==> src/rtl/ttl_74f_bcd_counter.sv <==
// ttl_74f_bcd_counter: cascaded modulo-N up/down digit counter with load, ENP/ENT enables and ripple carry
module ttl_74f_bcd_counter #(
    parameter int WIDTH   = 4,
    parameter int MODULUS = 10,
    parameter int DIGITS  = 2
) (
    input  logic                      CLK,
    input  logic                      RST,
    input  logic                      LOAD,
    input  logic [WIDTH*DIGITS-1:0]   D,
    input  logic                      ENP,
    input  logic                      ENT,
    input  logic                      UP,
    output logic [WIDTH*DIGITS-1:0]   Q,
    output logic                      RCO
);
    localparam logic [WIDTH:0]   MOD = (WIDTH+1)'(MODULUS);
    localparam logic [WIDTH-1:0] TOP = WIDTH'(MODULUS - 1);
    logic [WIDTH*DIGITS-1:0] q_q, q_d, cnt;
    logic [WIDTH-1:0] dig;
    logic run, term, ovr;
    always_comb begin
        cnt  = q_q;
        run  = ENT;
        dig  = '0;
        term = 1'b0;
        ovr  = 1'b0;
        for (int k = 0; k < DIGITS; k++) begin
            dig  = q_q[k*WIDTH +: WIDTH];
            ovr  = {1'b0, dig} >= MOD;
            term = UP ? (dig == TOP) : (dig == '0);
            if (ENP && run)
                cnt[k*WIDTH +: WIDTH] = UP ? ((term || ovr) ? '0 : dig + 1'b1)
                                           : ((dig == '0 || ovr) ? TOP : dig - 1'b1);
            run = run & term;
        end
        q_d = LOAD ? D : cnt;
        RCO = run;
    end
    always_ff @(posedge CLK) begin
        if (RST)
            q_q <= '0;
        else
            q_q <= q_d;
    end
    assign Q = q_q;
endmodule

==> config.mk <==
export PLATFORM = sky130hd
export DESIGN_NAME = ttl_74f_bcd_counter
export DESIGN_NICKNAME = d
export VERILOG_FILES = /design/src/rtl/ttl_74f_bcd_counter.sv
export SDC_FILE = /design/constraint.sdc
export NUM_CORES = 1
export LEC_CHECK = 0
export CAP_MARGIN = 20
export CORE_MARGIN = 3
export CORE_UTILIZATION = 55
export CTS_BUF_LIST = sky130_fd_sc_hd__clkbuf_2 sky130_fd_sc_hd__clkbuf_4 sky130_fd_sc_hd__clkbuf_8
export DETAILED_ROUTE_END_ITERATION = 16
export PLACE_DENSITY = 0.87
export REMOVE_ABC_BUFFERS = 1
export SETUP_SLACK_MARGIN = 0.05
export SLEW_MARGIN = 20
export SYNTH_ARGS = -nofsm -noshare
export SYNTH_HDL_FRONTEND = slang
export SYNTH_SLANG_ARGS = --single-unit
==> constraint.sdc <==
create_clock -name CLK -period 4.42 [get_ports CLK]
set_clock_uncertainty 0.1 [all_clocks]
set_input_delay 0.884 -clock CLK [delete_from_list [all_inputs] [get_ports CLK]]
set_output_delay 0.884 -clock CLK [all_outputs]
set_load 0.01 [all_outputs]
==> metrics.md <==
| Metric | Value |
|---|---|
| Status | `finished, final reports clean` |
| Drt total wl | `2.389 mm` |
| Slew margin rel. | `53.14%` |
| Crit-path cells | `clkdlybuf4s50_1, buf_4, nand2b_1, o31ai_1, and3_1, clkdlybuf4s50_1` |
| VDD IR max | `0.0001561 V` |
| Pwr Density | `224.0 nW/um^2` |
| Number of gates resized after cts | `0` |
| Vias post-DR | `995` |
| Die footprint | `2280 um^2` |
| Top post-synthesis cells by count | `a21oi_1 (10), dfxtp_1 (8), ha_1 (8), inv_1 (8)` |
| Chip width | `47.75 um` |
| Worst EP required | `3.44 ns` |
| GRT Resource Usage Total | `21.48%` |
| CTS tree | `done` |
| Worst slack, placed | `0.5970 ns` |
| Clock slew at reported path FFs | `0.05 ns` |
| Drt pass-1 iters | `4` |
| Synth top area cells | `dfxtp_1 (17%), ha_1 (10%), a21oi_1 (5.2%)` |
| Core region area | `1577 um^2` |
| Async set-reset flop share out of synthesis | `0%` |
| Max FFs per register | `8` |
| Largest area contributor in the netlist | `dfxtp_1` |
| Final Cell Area | `1181 um^2` |
| Synth Flop Type | `dfxtp_1` |
| Post-synth top area share | `16.71%` |
| Fin. max-slew vios | `0` |
| Post-CTS Setup Inserts | `0` |
| Worst Path Arrival | `2.90 ns` |
| Fill count | `118` |
| Fin crit share | `87.82%` |
| CTS Buffer Depth | `2` |
| Max cap viols | `0` |
| Clk sink count | `8` |
| Critical Path Max Stage Delay | `0.64 ns` |
| Final GP Congestion | `0.8917` |
| R2r setup slk | `2.15 ns` |
| Critical path type | `in -> out` |
| Worst Hold Class | `reg -> reg` |
| Area after DPL | `1159 um^2` |
| Root Buffer | `clkbuf_4` |
| N_diodes | `0` |
| Largest net degree at the start of global routing | `23` |
| Worst-Skew Late Latency | `0.27 ns` |
| Final #Nets | `157` |
| CP Capture Type | `primary output` |
| EDFF count, synth | `0` |
| IO Count | `23` |
| Syn avg cell area | `8.192 um^2` |
| Hpwl dp | `1.715 mm` |
| First-pass GRT wire length | `3.505 mm` |
| Cell Area, Synth | `958.4 um^2` |
| Die height | `47.75 um` |
| Hold WS | `0.4874 ns` |
| #FFs+latches synth | `8` |
| Port buffer count | `22` |
| Worst-path fanout max | `14` |
| Most frequent CP cell | `clkdlybuf4s50_1` |
| Type of origin of the critical path | `input pin` |
| Distinct cells, synth | `52` |
| Area growth, synth to finish | `23.24%` |
| Vias per cell | `6.678` |
| Fin crit period | `3.882 ns` |
| Starting DRT DRC Count | `35` |
| Critical-path top delay cell | `clkdlybuf4s50_1` |
| DR WL/cell | `16.03 um` |
| Initial antenna violation count | `0` |
| Gate Count Post-Synth | `117` |
| Total gr overflow | `0` |
| Fmax achieved | `257.6 MHz` |
| Post-synthesis sequential area ratio | `16.71%` |
| Slew @ Worst Pin | `0.7007 ns` |
| CTS buffer count | `3` |
| Total negative slack | `0 ns` |
| Count leader, synth | `a21oi_1` |
| Hold_buf cts | `0` |
| Pleak | `0.4637 nW` |
| Synthesis Warnings | `0` |
| Routed Antenna Nets | `0` |
| # rows | `14` |
| Final hold violations | `0` |
| Vias in the first global route | `797` |
| Starting density of the core | `60.79%` |
| Share of cells above drive strength 1 | `10.53%` |
| Worst Slack Setup Final | `0.5383 ns` |
| DRC viols | `0` |
| H-Tree Depth | `1` |
| Final setup violation count | `0` |
| RSZ-0062 raised after global routing | `no` |
-- cells by family after synthesis --
family / synth area share (%)
compound gates: 37.34
simple gates: 26.50
buf+inv: 8.095
fa+ha+maj: 10.44
flops: 16.71
xor+xnor: 0.9140
-- worst max-delay path, delay by kind of cell --
kind,cells,cell delay (ns)
AO/OA/AOI/OAI,1,0.20
buffers and inverters,3,1.47
AND/OR/NAND/NOR,2,0.35
-- final timing paths --
path,from,depth (start not counted),endpoint
setup / recovery,UP,6,RCO
hold / removal,Q[1],2,Q[1]
setup reg to reg,Q[4],6,Q[7]
hold reg to reg,Q[1],2,Q[1]
-- report_power, final --
part | internal (mW) | switching, mW | total, mW | leakage (nW)
sequential | 0.0783 | 0.0168 | 0.0951 | 0.0663
combinational | 0.0569 | 0.0508 | 0.108 | 0.384
clock | 0.0314 | 0.0304 | 0.0618 | 0.0138
total | 0.167 | 0.0980 | 0.265 | 0.464
-- layout by cell type (no fill, tap or decap), types with 2 or more instances in the layout --
master	n
clkdlybuf4s50_1	22
a21oi_1	10
dfxtp_1	8
inv_1	8
ha_1	8
nand2_1	7
nor2_1	4
nand3b_1	4
nor3b_1	3
or4_1	3
o311a_1	3
clkbuf_4	3
nand2b_1	2
o31ai_1	2
a31oi_1	2
or3_1	2
o211a_1	2
o21ai_0	2
o311ai_0	2
o21bai_1	2
o221ai_1	2
nor4_1	2
-- layout make-up --
cell class / count / area (um^2) / area share (%)
multi-input combinational: 91 / 720.7 / 61.02
timing repair buffer: 23 / 227.7 / 19.28
sequential: 8 / 160.2 / 13.56
inverter: 8 / 30.03 / 2.542
clock buffer: 3 / 22.52 / 1.907
tap: 16 / 20.02 / 1.695
-- per-layer routing --
layer / up-vias / part of all wire [%] / global-route usage [%]
met5: - / 0 / 0
met4: 0 / 0.80 / 4.301
met3: 2 / 7.9 / 7.143
met2: 41 / 45 / 31.40
met1: 455 / 46 / 30.60
li1: 497 / - / -
-- through the flow --
stage | cells | utilization [%] | total power, mW
4_1_cts | 149 | 74.92 | 0.2649
2_1_floorplan | 107 | - | 0.1553
3_5_place_dp | 146 | 73.49 | 0.2022
6_report | 149 | 74.92 | 0.2646
5_1_grt | 149 | 74.92 | 0.2782
3_3_place_gp | 146 | 73.49 | 0.1984
Note: power is estimated with default switching activity, not from simulation.
